[config.mk]
export PLATFORM = sky130hd
export DESIGN_NAME = icache_refill_ctrl_flat
export DESIGN_NICKNAME = d
export VERILOG_FILES = /design/src/rtl/icache_refill_if.sv /design/src/rtl/icache_refill_ctrl.sv /design/src/flat_wrapper.sv
export SDC_FILE = /design/constraint.sdc
export NUM_CORES = 1
export LEC_CHECK = 0
export ABC_CLOCK_PERIOD_IN_PS = 1800
export CORE_MARGIN = 2
export CORE_UTILIZATION = 40
export DETAILED_ROUTE_END_ITERATION = 16
export PLACE_DENSITY = 0.74
export SETUP_SLACK_MARGIN = 0.15
export SLEW_MARGIN = 0
export SYNTH_ARGS = -nofsm -noshare
export SYNTH_HDL_FRONTEND = slang
export SYNTH_SLANG_ARGS = --single-unit
[constraint.sdc]
create_clock -name clk -period 1.8 [get_ports clk]
set_input_delay 0.36 -clock clk [delete_from_list [all_inputs] [get_ports clk]]
set_output_delay 0.36 -clock clk [all_outputs]
set_load 0.02 [all_outputs]
[src/rtl/icache_refill_if.sv]
// icache_refill_if: fetch-side and memory-side signal bundle for the
// instruction cache refill controller.
//   master modport - the refill controller (icache_refill_ctrl)
//   slave  modport - the environment: fetch unit, cache array and memory
// Fetch side : pc, fetch_en, cache_hit, flush -> stall
// Memory side: mem_req/mem_addr -> mem_gnt, mem_rvalid/mem_rdata
// Cache side : line_we, line_out, fill_addr; miss_count for statistics
interface icache_refill_if #(
    parameter int ADDR_W = 32,
    parameter int CNT_W  = 16
);
    logic [ADDR_W-1:0] pc;
    logic              fetch_en;
    logic              cache_hit;
    logic              flush;
    logic              stall;
    logic              mem_req;
    logic [ADDR_W-1:0] mem_addr;
    logic              mem_gnt;
    logic              mem_rvalid;
    logic [31:0]       mem_rdata;
    logic              line_we;
    logic [127:0]      line_out;
    logic [ADDR_W-1:0] fill_addr;
    logic [CNT_W-1:0]  miss_count;

    modport master (
        input  pc, fetch_en, cache_hit, flush, mem_gnt, mem_rvalid, mem_rdata,
        output stall, mem_req, mem_addr, line_we, line_out, fill_addr, miss_count
    );

    modport slave (
        output pc, fetch_en, cache_hit, flush, mem_gnt, mem_rvalid, mem_rdata,
        input  stall, mem_req, mem_addr, line_we, line_out, fill_addr, miss_count
    );
endinterface

[src/rtl/icache_refill_ctrl.sv]
// icache_refill_ctrl: miss/refill sequencer for the direct-mapped I-cache.
// Tracks the fetch address, checks the registered hit one cycle after
// lookup, and on a miss stalls the PC, reads the 128-bit line as four
// 32-bit beats, writes it to the cache with a one-cycle strobe and
// retries the lookup. flush aborts an outstanding refill; beats already
// promised by memory are drained without touching the line buffer.
// Ports:
//   clk   - clock, all state on the rising edge
//   rst_n - asynchronous active-low reset
//   bus   - icache_refill_if.master (fetch, memory and cache-fill signals)
module icache_refill_ctrl #(
    parameter int ADDR_W = 32,
    parameter int CNT_W  = 16
) (
    input logic            clk,
    input logic            rst_n,
    icache_refill_if.master bus
);
    typedef enum logic [2:0] {IDLE, LOOKUP, REQ, FILL, DRAIN, WRITE} state_t;

    localparam logic [CNT_W-1:0] CNT_ONE = {{(CNT_W-1){1'b0}}, 1'b1};

    state_t            state_q, state_d;
    logic [ADDR_W-1:0] req_addr_q, req_addr_d;
    logic [1:0]        beat_q, beat_d;
    logic [127:0]      line_out_q, line_out_d;
    logic [ADDR_W-1:0] fill_addr_q, fill_addr_d;
    logic [CNT_W-1:0]  miss_count_q, miss_count_d;

    logic              stall;
    logic              mem_req;
    logic              line_we;
    logic [ADDR_W-1:0] mem_addr;

    // Line base is derived from req_addr, which cannot change outside
    // IDLE/LOOKUP, so mem_addr is stable for the whole request.
    assign mem_addr = {req_addr_q[ADDR_W-1:4], 4'b0000};

    always_ff @(posedge clk or negedge rst_n) begin
        if (!rst_n) begin
            state_q      <= IDLE;
            req_addr_q   <= '0;
            beat_q       <= '0;
            line_out_q   <= '0;
            fill_addr_q  <= '0;
            miss_count_q <= '0;
        end else begin
            state_q      <= state_d;
            req_addr_q   <= req_addr_d;
            beat_q       <= beat_d;
            line_out_q   <= line_out_d;
            fill_addr_q  <= fill_addr_d;
            miss_count_q <= miss_count_d;
        end
    end

    always_comb begin
        state_d      = state_q;
        req_addr_d   = req_addr_q;
        beat_d       = beat_q;
        line_out_d   = line_out_q;
        fill_addr_d  = fill_addr_q;
        miss_count_d = miss_count_q;
        stall        = 1'b0;
        mem_req      = 1'b0;
        line_we      = 1'b0;

        case (state_q)
            IDLE: begin
                if (!bus.flush && bus.fetch_en) begin
                    req_addr_d = bus.pc;
                    state_d    = LOOKUP;
                end
            end
            LOOKUP: begin
                // Hit arrives registered from the array, so stall must
                // follow it combinationally to avoid a bubble on hits.
                stall = !bus.cache_hit;
                if (bus.flush) begin
                    state_d = IDLE;
                end else if (bus.cache_hit) begin
                    if (bus.fetch_en) req_addr_d = bus.pc;
                    else              state_d    = IDLE;
                end else begin
                    state_d = REQ;
                    if (miss_count_q != '1) miss_count_d = miss_count_q + CNT_ONE;
                end
            end
            REQ: begin
                stall   = 1'b1;
                mem_req = 1'b1;
                // A grant commits memory to four beats, so a flush in the
                // same cycle must still drain them.
                if (bus.mem_gnt) begin
                    beat_d  = '0;
                    state_d = bus.flush ? DRAIN : FILL;
                end else if (bus.flush) begin
                    state_d = IDLE;
                end
            end
            FILL: begin
                stall = 1'b1;
                if (bus.flush) begin
                    state_d = DRAIN;
                    if (bus.mem_rvalid) begin
                        beat_d = beat_q + 2'd1;
                        if (beat_q == 2'd3) state_d = IDLE;
                    end
                end else if (bus.mem_rvalid) begin
                    line_out_d[{beat_q, 5'd0} +: 32] = bus.mem_rdata;
                    beat_d = beat_q + 2'd1;
                    if (beat_q == 2'd3) begin
                        state_d     = WRITE;
                        fill_addr_d = mem_addr;
                    end
                end
            end
            DRAIN: begin
                stall = 1'b1;
                if (bus.mem_rvalid) begin
                    beat_d = beat_q + 2'd1;
                    if (beat_q == 2'd3) state_d = IDLE;
                end
            end
            WRITE: begin
                // The strobe is already committed; flush only skips the retry.
                stall   = 1'b1;
                line_we = 1'b1;
                state_d = bus.flush ? IDLE : LOOKUP;
            end
            default: state_d = IDLE;
        endcase
    end

    assign bus.stall      = stall;
    assign bus.mem_req    = mem_req;
    assign bus.mem_addr   = mem_addr;
    assign bus.line_we    = line_we;
    assign bus.line_out   = line_out_q;
    assign bus.fill_addr  = fill_addr_q;
    assign bus.miss_count = miss_count_q;
endmodule

[src/flat_wrapper.sv]
// flat-port wrapper written by rule: the top's interface ports become plain ports
module icache_refill_ctrl_flat 
#(
    parameter int ADDR_W = 32,
    parameter int CNT_W  = 16
)
  (clk, rst_n, bus_pc, bus_fetch_en, bus_cache_hit, bus_flush, bus_mem_gnt, bus_mem_rvalid, bus_mem_rdata, bus_stall, bus_mem_req, bus_mem_addr, bus_line_we, bus_line_out, bus_fill_addr, bus_miss_count);
  icache_refill_if #(.ADDR_W(ADDR_W), .CNT_W(CNT_W)) bus_i ();
  input logic clk;
  input logic rst_n;
  input wire logic [$bits(bus_i.pc)-1:0] bus_pc;
  input wire logic [$bits(bus_i.fetch_en)-1:0] bus_fetch_en;
  input wire logic [$bits(bus_i.cache_hit)-1:0] bus_cache_hit;
  input wire logic [$bits(bus_i.flush)-1:0] bus_flush;
  input wire logic [$bits(bus_i.mem_gnt)-1:0] bus_mem_gnt;
  input wire logic [$bits(bus_i.mem_rvalid)-1:0] bus_mem_rvalid;
  input wire logic [$bits(bus_i.mem_rdata)-1:0] bus_mem_rdata;
  output wire logic [$bits(bus_i.stall)-1:0] bus_stall;
  output wire logic [$bits(bus_i.mem_req)-1:0] bus_mem_req;
  output wire logic [$bits(bus_i.mem_addr)-1:0] bus_mem_addr;
  output wire logic [$bits(bus_i.line_we)-1:0] bus_line_we;
  output wire logic [$bits(bus_i.line_out)-1:0] bus_line_out;
  output wire logic [$bits(bus_i.fill_addr)-1:0] bus_fill_addr;
  output wire logic [$bits(bus_i.miss_count)-1:0] bus_miss_count;
  assign bus_i.pc = bus_pc;
  assign bus_i.fetch_en = bus_fetch_en;
  assign bus_i.cache_hit = bus_cache_hit;
  assign bus_i.flush = bus_flush;
  assign bus_i.mem_gnt = bus_mem_gnt;
  assign bus_i.mem_rvalid = bus_mem_rvalid;
  assign bus_i.mem_rdata = bus_mem_rdata;
  assign bus_stall = bus_i.stall;
  assign bus_mem_req = bus_i.mem_req;
  assign bus_mem_addr = bus_i.mem_addr;
  assign bus_line_we = bus_i.line_we;
  assign bus_line_out = bus_i.line_out;
  assign bus_fill_addr = bus_i.fill_addr;
  assign bus_miss_count = bus_i.miss_count;
  icache_refill_ctrl #(.ADDR_W(ADDR_W), .CNT_W(CNT_W)) u_core (.clk(clk), .rst_n(rst_n), .bus(bus_i));
endmodule
==> results.toml <==
[timing]
clock_skew_ns = 0.0182
setup_ws_ns = -0.132
timing.setup.tns_ns = -2.72
setup_viol = 70
rsz0062_at_grt = "true"
period_minus_slack_ns = 1.93
maxSlewViolCount = 0
hold_violations = 0
fmax_ghz = 0.518
period_share = 1.07
fin_hold_ws_ns = 0.333

[finish]
fin_area_mm2 = 0.0145
nNetsFinal = 1288
areaGrowthSynthToFinish_pct = 71.2
finish.utilization = 0.693
n_fill_cell = 1540
drive_gt1_frac = 0.265
finalNonFillerCells = 1501
diodes = 0

[logic_synthesis]
netlist.area_leader.share = 0.607
synth.largest_area_cell = "dfrtp_1"
syn_inst = 817
postSynthAreaPerCell_um2 = 10.3
netlist_top_cells_area = "dfrtp_1 (61%), nand2_1 (12%), mux2_2 (7.1%)"
synth-edff-count = 0
syn-cell-area_mm2 = 0.00845
ys.flop_type = "dfrtp_1"
ys_ff_latch = 205
async_flop_share = 1.00
synth_seq_area_share = 0.607
yosysWarnings = 0
synth_cell_types = 48

[setup_path]
end_kind = "flip-flop"
critPathMaxFanout = 4
worstPathArrival_ns = 2.35
required_ns = 2.21
critical_path_class = "reg -> reg"
startpoint_type = "flip-flop"

[drt]
via_per_inst = 5.26
dr.pass1.iters = 5
remaining_drc_errors = 0
routed_wl_um = 31800
ant_nets = 0
first_iter_violations = 448
vias = 7891
wl_per_cell_um = 21.2

[min_path]
hold_class = "in -> async"

[global_routing]
grt.overflow.total = 0
antenna_found_initial = 0
grt_max_degree = 47
grt_usage = 0.239
grt_pass1_wl_um = 41700
grt_pass1_vias = 7450

[floorplan]
core_mm2 = 0.0209
start_util = 0.404
rows = 53
fp.dieArea_mm2 = 0.0223
die_h_um = 149
io-pin-count = 282
die_w_um = 149

[placed_design]
place_ws_ns = -0.398
dp_hpwl_um = 16900
io_buffers = 269
dp_cells = 1364
finalWeightedCongestion = 0.828
post_dp_cell_area_mm2 = 0.0119

[power]
totalPowerFinal_mw = 15.0
ir_drop_mv = 0.902
static-leakage-power_nw = 7.17
p_per_area_mw_per_mm2 = 1040

[clock_network]
cts_made_buffers = 23
insertion_delay_ns = 0.51
cts_tree = "built"
clockRootBuffer = "clkbuf_16"
clockBufferDepth = 3
cts.sinks = 205
cts_htree_levels = 1
path_clk_slew_ns = 0.07

[status]
failed_checks = "negative setup slack"
status = "complete, but fails checks"

[flow_run]
max-cap-violations = 0
[flip-flops by register name (all words and copies together), names as in the netlist]
register and cells:
u_core.bus.miss_count 16, u_core.beat_q 2, u_core.bus.line_out 128, u_core.bus.fill_addr 28, u_core.state_q 3, u_core.req_addr_q 28
[worst max-delay path: stages, from the launching register on]
cell and delay [ns]:
dfrtp_2 0.44, or4b_4 0.59, or3_4 0.40, nor3b_4 0.22
xor2_1 0.19
[cell families (layout without fill, tap and decap cells)]
group / after synthesis / count (layout) / share of synthesized area
xor gates and xnor gates: 14 / 14 / 0.0145
AOI/OAI and AO/OA: 153 / 153 / 0.0982
muxes: 58 / 58 / 0.0772
buffers and inverters: 61 / 461 / 0.0317
and+or+nand+nor: 319 / 321 / 0.162
other: 1 / 8 / 0.000444
adders and majority gates: 6 / 6 / 0.00888
DFF: 205 / 205 / 0.607
[placed cells by master (no fill, tap or decap), types with 4 or more instances in the layout]
cell type,n
nand2_1,262
o21ai_2,11
o21ai_1,114
o21ai_0,6
clkbuf_8,6
clkdlybuf4s50_1,65
dlygate4sd2_1,176
clkdlybuf4s15_1,10
a22o_1,4
buf_6,38
clkdlybuf4s15_2,6
nand3_4,6
buf_8,6
clkbuf_2,8
buf_12,26
nand4_1,4
mux2_4,30
nor3_4,4
a21oi_1,4
mux2_2,27
xor2_1,10
conb_1,8
dfrtp_1,199
buf_4,47
buf_16,12
nand3_1,5
clkbuf_16,41
clkbuf_1,6
dfrtp_2,6
nor3b_4,4
xnor2_1,4
[final timing paths]
check | end | slack (ns) | from | depth (start not counted)
setup / recovery | u_core.bus.miss_count[4] | -0.13 | u_core.state_q[1] | 4
hold / removal | u_core.bus.line_out[48] | 0.33 | rst_n | 2
setup reg to reg | u_core.bus.miss_count[4] | -0.13 | u_core.state_q[1] | 4
hold reg to reg | u_core.bus.line_out[3] | 0.47 | u_core.bus.line_out[3] | 2
max in group asynchronous | u_core.bus.line_out[118] | 0.81 | rst_n | 3
min in group clk | u_core.req_addr_q[20] | 0.47 | bus_pc[20] | 2
[synthesized netlist by cell type (all sizes together) (2+ instances only)]
library cell  count
nand2           266
dfrtp           205
o21ai           131
mux2             57
clkbuf           40
buf              16
nand3            10
xor2             10
a21oi             7
ha                6
nor2b             6
nor3              6
inv               5
nand4             5
nor3b             5
a22o              4
nor2              4
nor4              4
xnor2             4
a2111oi           3
a211oi            3
and2              2
and3              2
and3b             2
[metal layers]
metal	routed length [um]	vias to the layer above	global-route usage	share of wire
li1	-	3524	-	-
met1	11800	3865	0.308	0.37
met2	15700	420	0.398	0.50
met3	3040	82	0.0706	0.096
met4	1170	0	0.0567	0.037
met5	0	-	0	0
[what timing repair did]
item	CTS	global route
buffers inserted	29	23
hold buffers	1	0
setup endpoints to repair	399	223
pin swaps	31	21
cloned	12	32
hold endpoints to repair	30	0
gates resized for setup	333	108
[power by group]
part / switching (mW) / internal (mW)
clock network: 1.90 / 2.71
logic: 2.66 / 2.41
registers: 0.358 / 5.00
[layout make-up]
cell class | count | area, um^2 | share of cell area
Clock inverter | 6 | 66.3 | 0.00458
Clock buffer | 34 | 667 | 0.0461
Multi-Input combinational cell | 560 | 3630 | 0.251
Inverter | 5 | 18.8 | 0.00130
Sequential cell | 205 | 5140 | 0.355
Timing Repair Buffer | 416 | 4600 | 0.318
Tap cell | 275 | 344 | 0.0238
(Power assumes the default switching activity.)
